**config.mk**
```make
export PLATFORM = sky130hd
export DESIGN_NAME = accel_cmd_driver
export DESIGN_NICKNAME = d
export VERILOG_FILES = /design/src/rtl/accel_ctrl_pkg.sv /design/src/rtl/accel_cmd_driver.sv
export SDC_FILE = /design/constraint.sdc
export NUM_CORES = 1
export LEC_CHECK = 0
export BUFFER_PORTS_ARGS = -buffer_cell sky130_fd_sc_hd__buf_2
export CAP_MARGIN = 20
export CORE_AREA = 2 2 82 84
export CTS_CLUSTER_SIZE = 30
export DETAILED_ROUTE_END_ITERATION = 16
export DIE_AREA = 0 0 84 86
export HOLD_SLACK_MARGIN = 0.06
export PLACE_DENSITY = 0.82
export SLEW_MARGIN = 10
export SYNTH_ARGS = -nofsm -noshare
export SYNTH_HDL_FRONTEND = slang
export SYNTH_SLANG_ARGS = --single-unit
```
**constraint.sdc**
```tcl
create_clock -name clk -period 6.15 [get_ports clk]
set_input_delay 0.615 -clock clk [delete_from_list [all_inputs] [get_ports clk]]
set_output_delay 0.615 -clock clk [all_outputs]
set_load 0.05 [all_outputs]
```
**src/rtl/accel_ctrl_pkg.sv**
```systemverilog
// Shared encodings for the accelerator command driver: op codes, register
// indices, error codes and the sequencing FSM states.
package accel_ctrl_pkg;

   typedef enum logic [2:0] {
      OP_ADD    = 3'b000,
      OP_SUB    = 3'b001,
      OP_MOD    = 3'b010,
      OP_RSETUP = 3'b011,
      OP_MULT   = 3'b100,
      OP_EXP    = 3'b101,
      OP_RSV6   = 3'b110,
      OP_RSV7   = 3'b111
   } op_e;

   localparam logic [2:0] REG_A      = 3'd0;
   localparam logic [2:0] REG_B      = 3'd1;
   localparam logic [2:0] REG_MOD    = 3'd2;
   localparam logic [2:0] REG_CTRL   = 3'd3;
   localparam logic [2:0] REG_STATUS = 3'd4;
   localparam logic [2:0] REG_RESULT = 3'd5;

   localparam logic [1:0] ERR_TIMEOUT  = 2'b00;
   localparam logic [1:0] ERR_BAD_OP   = 2'b01;
   localparam logic [1:0] ERR_EVEN_MOD = 2'b10;
   localparam logic [1:0] ERR_NO_R     = 2'b11;

   typedef enum logic [2:0] {
      ST_IDLE   = 3'd0,
      ST_LAUNCH = 3'd1,
      ST_SETTLE = 3'd2,
      ST_WAIT   = 3'd3,
      ST_DONE   = 3'd4
   } state_e;

   // Ops that take more than one accelerator cycle and raise `finished`.
   function automatic logic is_seq_op(input logic [2:0] op);
      return (op == OP_MOD) || (op == OP_RSETUP) || (op == OP_EXP);
   endfunction

endpackage

```
**src/rtl/accel_cmd_driver.sv**
```systemverilog
// CPU-side command driver: bus-mapped operand/command/status/result registers
// that sequence one accelerator operation at a time and report its outcome.
module accel_cmd_driver
   import accel_ctrl_pkg::*;
#(
   parameter int DATA_WIDTH     = 8,
   parameter int MIN_WAIT       = 2,
   parameter int TIMEOUT_CYCLES = 4096
) (
   input  logic                  clk,
   input  logic                  reset,
   input  logic                  we,
   input  logic                  re,
   input  logic [2:0]            addr,
   input  logic [31:0]           wdata,
   output logic [31:0]           rdata,
   output logic                  irq,
   output logic [DATA_WIDTH-1:0] acc_a,
   output logic [DATA_WIDTH-1:0] acc_b,
   output logic [DATA_WIDTH-1:0] acc_modulant,
   output logic [2:0]            acc_control,
   output logic                  acc_start,
   input  logic [DATA_WIDTH-1:0] acc_result,
   input  logic                  acc_finished
);

   localparam int CNT_W = $clog2(TIMEOUT_CYCLES + 1);

   // Bus contract: we/re are single-cycle strobes with no back-pressure.
   // Writes land at the sampling edge; rdata holds the addressed value from
   // the cycle re was high and is valid the following cycle.
   state_e                state, state_nx;
   logic [DATA_WIDTH-1:0] a_q, b_q, mod_q, result_q;
   logic [2:0]            op_q, go_op;
   logic [1:0]            err_code_q, pre_code;
   logic                  irq_en_q, done_q, error_q, r_valid_q, wr_busy_q;
   logic [CNT_W-1:0]      cnt;
   logic                  busy, bus_wr, go_req, pre_err, stat_rd, wr_drop;
   logic                  load_result, time_out, set_done, set_err;
   logic [31:0]           status_word;
   logic                  unused_wdata;

   assign busy         = (state != ST_IDLE);
   assign bus_wr       = we && !busy;
   assign go_op        = wdata[2:0];
   assign go_req       = bus_wr && (addr == REG_CTRL) && wdata[8];
   assign stat_rd      = re && (addr == REG_STATUS);
   assign wr_drop      = we && busy && (addr <= REG_CTRL);
   assign set_err      = time_out || (go_req && pre_err);
   assign set_done     = load_result || set_err;
   assign unused_wdata = ^wdata;

   // Precondition checks, in priority order.
   always_comb begin
      pre_err  = 1'b0;
      pre_code = ERR_TIMEOUT;
      if (go_op == OP_RSV6 || go_op == OP_RSV7) begin
         pre_err  = 1'b1;
         pre_code = ERR_BAD_OP;
      end else if (go_op == OP_MULT || go_op == OP_EXP) begin
         if (!mod_q[0]) begin
            pre_err  = 1'b1;
            pre_code = ERR_EVEN_MOD;
         end else if (!r_valid_q) begin
            pre_err  = 1'b1;
            pre_code = ERR_NO_R;
         end
      end
   end

   always_comb begin
      state_nx    = state;
      load_result = 1'b0;
      time_out    = 1'b0;
      case (state)
         ST_IDLE:   if (go_req && !pre_err) state_nx = ST_LAUNCH;
         ST_LAUNCH: state_nx = is_seq_op(op_q) ? ST_WAIT : ST_SETTLE;
         ST_SETTLE: begin
            load_result = 1'b1;
            state_nx    = ST_DONE;
         end
         ST_WAIT: begin
            // A `finished` left high from a previous op is masked by MIN_WAIT.
            if (cnt >= CNT_W'(MIN_WAIT) && acc_finished) begin
               load_result = 1'b1;
               state_nx    = ST_DONE;
            end else if (cnt == CNT_W'(TIMEOUT_CYCLES - 1)) begin
               time_out = 1'b1;
               state_nx = ST_DONE;
            end
         end
         ST_DONE:   state_nx = ST_IDLE;
         default:   state_nx = ST_IDLE;
      endcase
   end

   always_ff @(posedge clk) begin
      if (reset) state <= ST_IDLE;
      else       state <= state_nx;
   end

   always_ff @(posedge clk) begin
      if (reset) begin
         a_q        <= '0;
         b_q        <= '0;
         mod_q      <= '0;
         result_q   <= '0;
         op_q       <= '0;
         irq_en_q   <= 1'b0;
         done_q     <= 1'b0;
         error_q    <= 1'b0;
         err_code_q <= ERR_TIMEOUT;
         r_valid_q  <= 1'b0;
         wr_busy_q  <= 1'b0;
         cnt        <= '0;
      end else begin
         if (bus_wr) begin
            case (addr)
               REG_A:    a_q      <= wdata[DATA_WIDTH-1:0];
               REG_B:    b_q      <= wdata[DATA_WIDTH-1:0];
               REG_MOD:  mod_q    <= wdata[DATA_WIDTH-1:0];
               REG_CTRL: irq_en_q <= wdata[3];
               default:  ;
            endcase
         end
         if (go_req && !pre_err) op_q <= go_op;
         cnt <= (state == ST_WAIT) ? cnt + CNT_W'(1) : '0;
         if (load_result) result_q <= acc_result;

         // Flag sets win over the read-to-clear of STATUS in the same cycle.
         if (set_done)     done_q <= 1'b1;
         else if (stat_rd) done_q <= 1'b0;
         if (set_err) begin
            error_q    <= 1'b1;
            err_code_q <= time_out ? ERR_TIMEOUT : pre_code;
         end else if (stat_rd) begin
            error_q <= 1'b0;
         end
         if (wr_drop)      wr_busy_q <= 1'b1;
         else if (stat_rd) wr_busy_q <= 1'b0;

         if (bus_wr && addr == REG_MOD)
            r_valid_q <= 1'b0;
         else if (load_result && state == ST_WAIT && op_q == OP_RSETUP)
            r_valid_q <= 1'b1;
      end
   end

   assign status_word = {24'd0, wr_busy_q, r_valid_q, err_code_q, 1'b0,
                         error_q, done_q, busy};

   always_ff @(posedge clk) begin
      if (reset) begin
         rdata <= '0;
      end else if (re) begin
         case (addr)
            REG_A:      rdata <= 32'(a_q);
            REG_B:      rdata <= 32'(b_q);
            REG_MOD:    rdata <= 32'(mod_q);
            REG_STATUS: rdata <= status_word;
            REG_RESULT: rdata <= 32'(result_q);
            default:    rdata <= '0;
         endcase
      end
   end

   assign acc_a        = a_q;
   assign acc_b        = b_q;
   assign acc_modulant = mod_q;
   assign acc_control  = op_q;
   assign acc_start    = (state == ST_LAUNCH);
   assign irq          = done_q && irq_en_q;

endmodule

```
==> flow_summary.json, run 1 <==
{
  "slew-limit-headroom_pct": 36.6,
  "async_reset_ff_share_pct": 0,
  "seq_area_frac_synth_pct": 42.3,
  "synth_cell_types": 50,
  "finalSetupTns_ns": 0,
  "antenna_found_initial": 0,
  "grt_pass1_wl_um": 11700,
  "synthToLayoutAreaGrowth_pct": 14.9,
  "totalWireLength_um": 7290,
  "cts_root_buffer": "clkbuf_8",
  "drt_iter0_markers": 197,
  "power.share.clock_pct": 41.8,
  "max_clock_freq_mhz": 399,
  "ys.flop_type": "dfxtp_1",
  "rsz0062_at_grt": "no",
  "drcViolationCount": 0,
  "hpwl_um": 5060,
  "wl_per_cell_um": 15.2,
  "num-nets-final": 446,
  "crit_chain": "buf_2, nor3b_1, nand3_1, mux2i_1, nor2_1",
  "maxSlewViolCount": 0,
  "worst_slew_pin_slew_ns": 0.951,
  "place.gp.congestion": 0.816,
  "first_pass_iters": 5,
  "num_io_pins": 109,
  "power_frac_seq_pct": 45.2,
  "instances_no_fill": 478,
  "layout-drive-gt1-share_pct": 22.7,
  "cellLeakagePower_uw": 0.00154,
  "finalClockSkew_ns": 0.00973,
  "fp.coreArea_mm2": 0.00628,
  "cp-end-kind": "flop",
  "startpoint_type": "primary input",
  "powerDensity_mw_per_mm2": 273,
  "period_share_pct": 40.8,
  "fill_cells": 543,
  "cp_max_fo": 16,
  "first_global_vias": 2393,
  "multi_input_area_mm2": 0.00161,
  "cp_slowest_cell": "nor3b_1",
  "h-tree-depth": 3,
  "syn_area_mm2": 0.00312,
  "grtUsageTotal_pct": 20.6,
  "clkTransAtPathRegs_ns": 0.07,
  "period_needed_ns": 2.51,
  "num_vias": 2686,
  "hold_class": "flop to flop",
  "arrival_ns": 2.70,
  "cts_hold_buf": 0,
  "finalSetupViolations": 0,
  "p_sw_share_pct": 28.1,
  "power.internal_uw": 706,
  "grt_remaining_overflow": 0,
  "start_util_pct": 49.8,
  "grt_max_degree": 55,
  "io_buffers": 61,
  "cts_setup_buffers": 0,
  "power_switching_uw": 276,
  "crit_type": "primary input to flop",
  "diodes": 0,
  "yosysWarnings": 0,
  "cts_resized": 0,
  "syn_area_per_cell_um2": 9.11,
  "cts_buffer_depth": 2,
  "die_x_um": 84,
  "clk_latency_ns": 0.34,
  "synth_seq_cells": 66,
  "status": "complete, no violations",
  "cts_tree": "yes",
  "placed_cells": 462,
  "rows": 29,
  "netlist_instances": 343,
  "die-area_mm2": 0.00722,
  "register_area_mm2": 0.00132,
  "cts.sinks": 66,
  "cpPeakStageDelay_ns": 0.78,
  "peakVddDrop_uv": 172,
  "vias_per_cell": 5.62,
  "antenna_left": 0,
  "combPwrFrac_pct": 13.0,
  "die_y_um": 86,
  "hold_viol": 0,
  "synth_edf_count": 0,
  "drv_cap": 0,
  "crit_required_ns": 6.34,
  "cts_buffers": 9
}
## cell usage after synthesis (3+ instances only)
master / n / area share [%]
nor4_1: 5 / 1.0
a221oi_1: 5 / 1.4
xnor2_1: 6 / 1.7
dfxtp_1: 66 / 42
nand3b_1: 3 / 0.72
buf_4: 24 / 5.8
mux4_2: 6 / 4.3
nor3_1: 17 / 2.7
nand2_1: 10 / 1.2
nor2_1: 47 / 5.6
inv_1: 6 / 0.72
or3_1: 6 / 1.2
clkbuf_1: 16 / 1.9
a21oi_1: 20 / 3.2
o211ai_1: 9 / 2.2
o21ai_0: 16 / 2.6
nand3_1: 9 / 1.4
mux2i_1: 27 / 8.7
## state kept, by name, summed over array words and instances, names as in the netlist
name / flops
err_code_q: 2
irq_en_q: 1
wr_busy_q: 1
acc_b: 8
rdata: 8
r_valid_q: 1
result_q: 8
acc_modulant: 8
done_q: 1
error_q: 1
acc_control: 3
cnt: 13
acc_a: 8
state: 3
## routing by layer
layer,global-route usage [%],routed length [µm]
met1,26.0,3020
met2,33.2,3500
met3,6.26,640
met4,7.77,133
met5,0,0
## power groups by stage
stage	Sequential (µW)	Clock (µW)	Combinational, µW
4_1_cts	444	415	127
6_report	444	410	128
2_1_floorplan	475	0	90.2
5_1_grt	445	437	136
3_5_place_dp	453	0	126
3_3_place_gp	453	0	125
## final cells by class
cell class	count	share of cell area, %
clock inverters	6	2.51
flip-flops and latches	66	36.8
inverters	8	0.836
repair buffers	61	8.50
multi-input cells	250	44.8
clock buffers	10	3.83
well taps	77	2.68
## critical path: cells and delay by family
kind,cells,cell delay [ns]
simple gates,3,1.51
mux,1,0.34
buf+inv,1,0.22
## worst paths after layout
| check | startpoint | endpoint | slack [ns] | depth (start not counted) |
|---|---|---|---|---|
| hold reg to reg | error_q$_SDFFE_PP0P_ | error_q$_SDFFE_PP0P_ | 0.47 | 2 |
| setup / recovery | addr[2] | acc_modulant[0]$_SDFFE_PP0P_ | 3.64 | 5 |
| hold / removal | error_q$_SDFFE_PP0P_ | error_q$_SDFFE_PP0P_ | 0.47 | 2 |
| setup reg to reg | cnt[0]$_SDFF_PP0_ | state[2]$_SDFFE_PP0P_ | 3.88 | 6 |
## per-stage QoR
stage	worst slack [ns]	power [µW]	instance area (µm²)	utilization [%]	hold slack (ns)
after CTS	3.67	986	3590	57.2	0.465
after global routing	3.47	1020	3590	57.2	0.479
final	3.64	981	3590	57.2	0.466
after floorplan	4.00	565	3210	-	0.430
after global placement	3.43	578	3360	53.6	0.442
after detailed placement	3.33	580	3360	53.6	0.448
## cell usage in the layout, fill, tap and decap left out, types with 3 or more instances in the layout
master | Yosys | final
inv_1 | 6 | 6
o211ai_1 | 9 | 9
dfxtp_1 | 66 | 66
o21ai_0 | 16 | 16
a221oi_1 | 5 | 5
nor3_1 | 17 | 17
nor4_1 | 5 | 5
conb_1 | 1 | 24
mux2i_1 | 27 | 27
nor2_1 | 47 | 47
xnor2_1 | 6 | 6
clkbuf_8 | 0 | 10
nand3b_1 | 3 | 3
mux4_2 | 6 | 6
or3_1 | 6 | 6
nand2_1 | 10 | 10
a21oi_1 | 20 | 20
nand3_1 | 9 | 9
buf_2 | 0 | 61
## logic make-up after synthesis
family	synth area share, %
and+or+nand+nor	19.3
muxes	13.3
buffers and inverters	8.93
xor gates and xnor gates	2.24
AOI/OAI and AO/OA	13.0
adders and majority gates	0.801
DFF	42.3
other	0.120
Power figures use the tool's default switching activity.
==> inputs of run 2 (changes only) <==
- ABC_AREA: default -> 1
- CORE_AREA: 2 2 82 84 -> 2 2 88 90
- DIE_AREA: 0 0 84 86 -> 0 0 90 92
- PLACE_DENSITY: 0.82 -> 0.77
- clock period: 6.15 -> 2.1 ns (I/O delays scaled with it)
==> flow_summary.json, run 2 <==
{
  "period_needed_ns": 1.66,
  "slew-limit-headroom_pct": 47.2,
  "ys.flop_type": "dfxtp_1",
  "period_share_pct": 78.9,
  "status": "complete, no violations",
  "cellLeakagePower_uw": 0.00168,
  "final_cell_mix": "nand2_1, dfxtp_1, nor2_1",
  "drcViolationCount": 0,
  "synth_common_cells": "nand2_1, dfxtp_1, nor2_1",
  "cts.sinks": 66,
  "die-area_mm2": 0.00828,
  "cts_buffers": 9,
  "top_register": "cnt",
  "clk_latency_ns": 0.35,
  "max_clock_freq_mhz": 604,
  "antenna_found_initial": 0,
  "startpoint_type": "flop",
  "async_reset_ff_share_pct": 0,
  "netlist_instances": 450,
  "multi_input_area_mm2": 0.00157,
  "arrival_ns": 1.90,
  "vias_per_cell": 4.94,
  "register_area_mm2": 0.00132,
  "drv_cap": 0,
  "peakVddDrop_uv": 357,
  "grtUsageTotal_pct": 19.2,
  "maxSlewViolCount": 0,
  "hold_viol": 0,
  "crit_required_ns": 2.35,
  "post_synth_main_area_contributors": "dfxtp_1, nand2_1, nor2_1, a21oi_1, buf_4",
  "synth_top_area_cell": "dfxtp_1",
  "cts_tree": "yes",
  "instances_no_fill": 623,
  "timing.critical_path.mode_cell": "nor2_1",
  "largest_reg_flops": 13,
  "cp_max_fo": 7,
  "hold_class": "primary input to flop",
  "clkTransAtPathRegs_ns": 0.07,
  "h-tree-depth": 3,
  "worst-path-buf-inv": 1,
  "layout-drive-gt1-share_pct": 20.9,
  "cp_slowest_cell": "nor3_1",
  "synthToLayoutAreaGrowth_pct": 16.9,
  "wl_per_cell_um": 12.5,
  "rsz0062_at_grt": "no",
  "fill_cells": 755,
  "fp.coreArea_mm2": 0.00745,
  "yosysWarnings": 0,
  "cp-end-kind": "flop",
  "critPathTopFamily": "simple AND/OR/NAND/NOR gates",
  "num_io_pins": 109,
  "cts_resized": 0,
  "finalClockSkew_ns": 0.00826,
  "cts_hold_buf": 0,
  "grt_pass1_wl_um": 12800,
  "first_pass_iters": 7,
  "start_util_pct": 42.7,
  "place.gp.congestion": 0.849,
  "yosysMostFrequentCell": "nand2_1",
  "placed_cells": 607,
  "drt_iter0_markers": 241,
  "cts_root_buffer": "clkbuf_8",
  "worst_slew_pin_slew_ns": 0.791,
  "crit_chain": "nor2_4, nand3_4, nor3_1, inv_1, nor2_1, nor2_1",
  "rows": 32,
  "num_vias": 3076,
  "cts_buffer_depth": 2,
  "first_global_vias": 2822,
  "finalSetupTns_ns": 0,
  "synth_top_area_share_pct": 41.5,
  "syn_area_mm2": 0.00318,
  "finalSetupViolations": 0,
  "totalWireLength_um": 7810,
  "crit_type": "flop to flop",
  "final_common_cell": "nand2_1",
  "cts_setup_buffers": 0,
  "synth_seq_cells": 66,
  "diodes": 0,
  "grt_max_degree": 31,
  "grt_remaining_overflow": 0,
  "io_buffers": 61,
  "seq_area_frac_synth_pct": 41.5,
  "hpwl_um": 5830,
  "die_y_um": 92,
  "antenna_left": 0,
  "cpPeakStageDelay_ns": 0.44,
  "synth_edf_count": 0,
  "num-nets-final": 566,
  "final_util_pct": 50.0,
  "die_x_um": 90,
  "powerDensity_mw_per_mm2": 757,
  "synth_cell_types": 30,
  "syn_area_per_cell_um2": 7.07
}
[run 2: changes by cell type after synthesis, sizes merged, moves of 9 or more]
| cell | delta |
|---|---|
| inv | +34 |
| nand2 | +99 |
| clkbuf | -15 |
| nor2 | +26 |
| o21ai | +23 |
| o211ai | -9 |
| mux2i | -27 |
| a21oi | +22 |
| nor3 | -12 |
| nand3 | +20 |
[run 2: path summary, 6_finish.rpt]
kind	startpoint	end	slack, ns	cells after the start
worst max-delay path	state[1]$_SDFFE_PP0P_	acc_modulant[3]$_SDFFE_PP0P_	0.44	6
worst min-delay path	acc_result[0]	result_q[0]$_SDFFE_PP0P_	0.11	3
worst max register to register	state[1]$_SDFFE_PP0P_	acc_modulant[3]$_SDFFE_PP0P_	0.44	6
worst min register to register	cnt[0]$_SDFF_PP0_	cnt[0]$_SDFF_PP0_	0.47	1
[run 2: layer usage]
metal	share of wire (%)	global-route usage (%)
met1	45	24.4
met2	46	31.8
met3	7.7	4.35
met4	1.7	7.44
met5	0	0
[run 2: cell type report]
type / instances / area share, %
Clock inverter: 6 / 2.42
Multi-Input combinational cell: 335 / 42.3
Tap cell: 102 / 3.43
Sequential cell: 66 / 35.5
Clock buffer: 10 / 3.43
Inverter: 40 / 4.10
Timing Repair Buffer: 64 / 8.81
[run 2: kinds of logic after synthesis]
kind of cell | share of synthesized area [%]
other cells | 0.118
buf+inv | 11.8
fa+ha+maj | 0.786
simple gates | 32.5
flops | 41.5
compound gates | 13.4
[run 2: report_power, final]
group	internal (µW)	switching, µW	total, µW
combinational	64.7	285	350
clock	672	499	1170
sequential	1280	17.6	1290
total	2010	802	2820
[run 2: per-stage QoR]
stage / cell area [µm²] / worst slack, ns / hold WS, ns / total power, µW
final: 3720 / 0.444 / 0.112 / 2820
after global routing: 3720 / 0.225 / 0.100 / 2910
after CTS: 3720 / 0.441 / 0.0972 / 2830
after detailed placement: 3500 / 0.433 / 0.453 / 1670
after global placement: 3500 / 0.470 / 0.446 / 1670
after floorplan: 3270 / 0.449 / 0.279 / 1620
[run 2: worst min-delay path, delay by kind of cell]
| family | cells | cell delay [ns] |
|---|---|---|
| buf+inv | 1 | 0.09 |
| simple gates | 1 | 0.05 |
| compound gates | 1 | 0.05 |
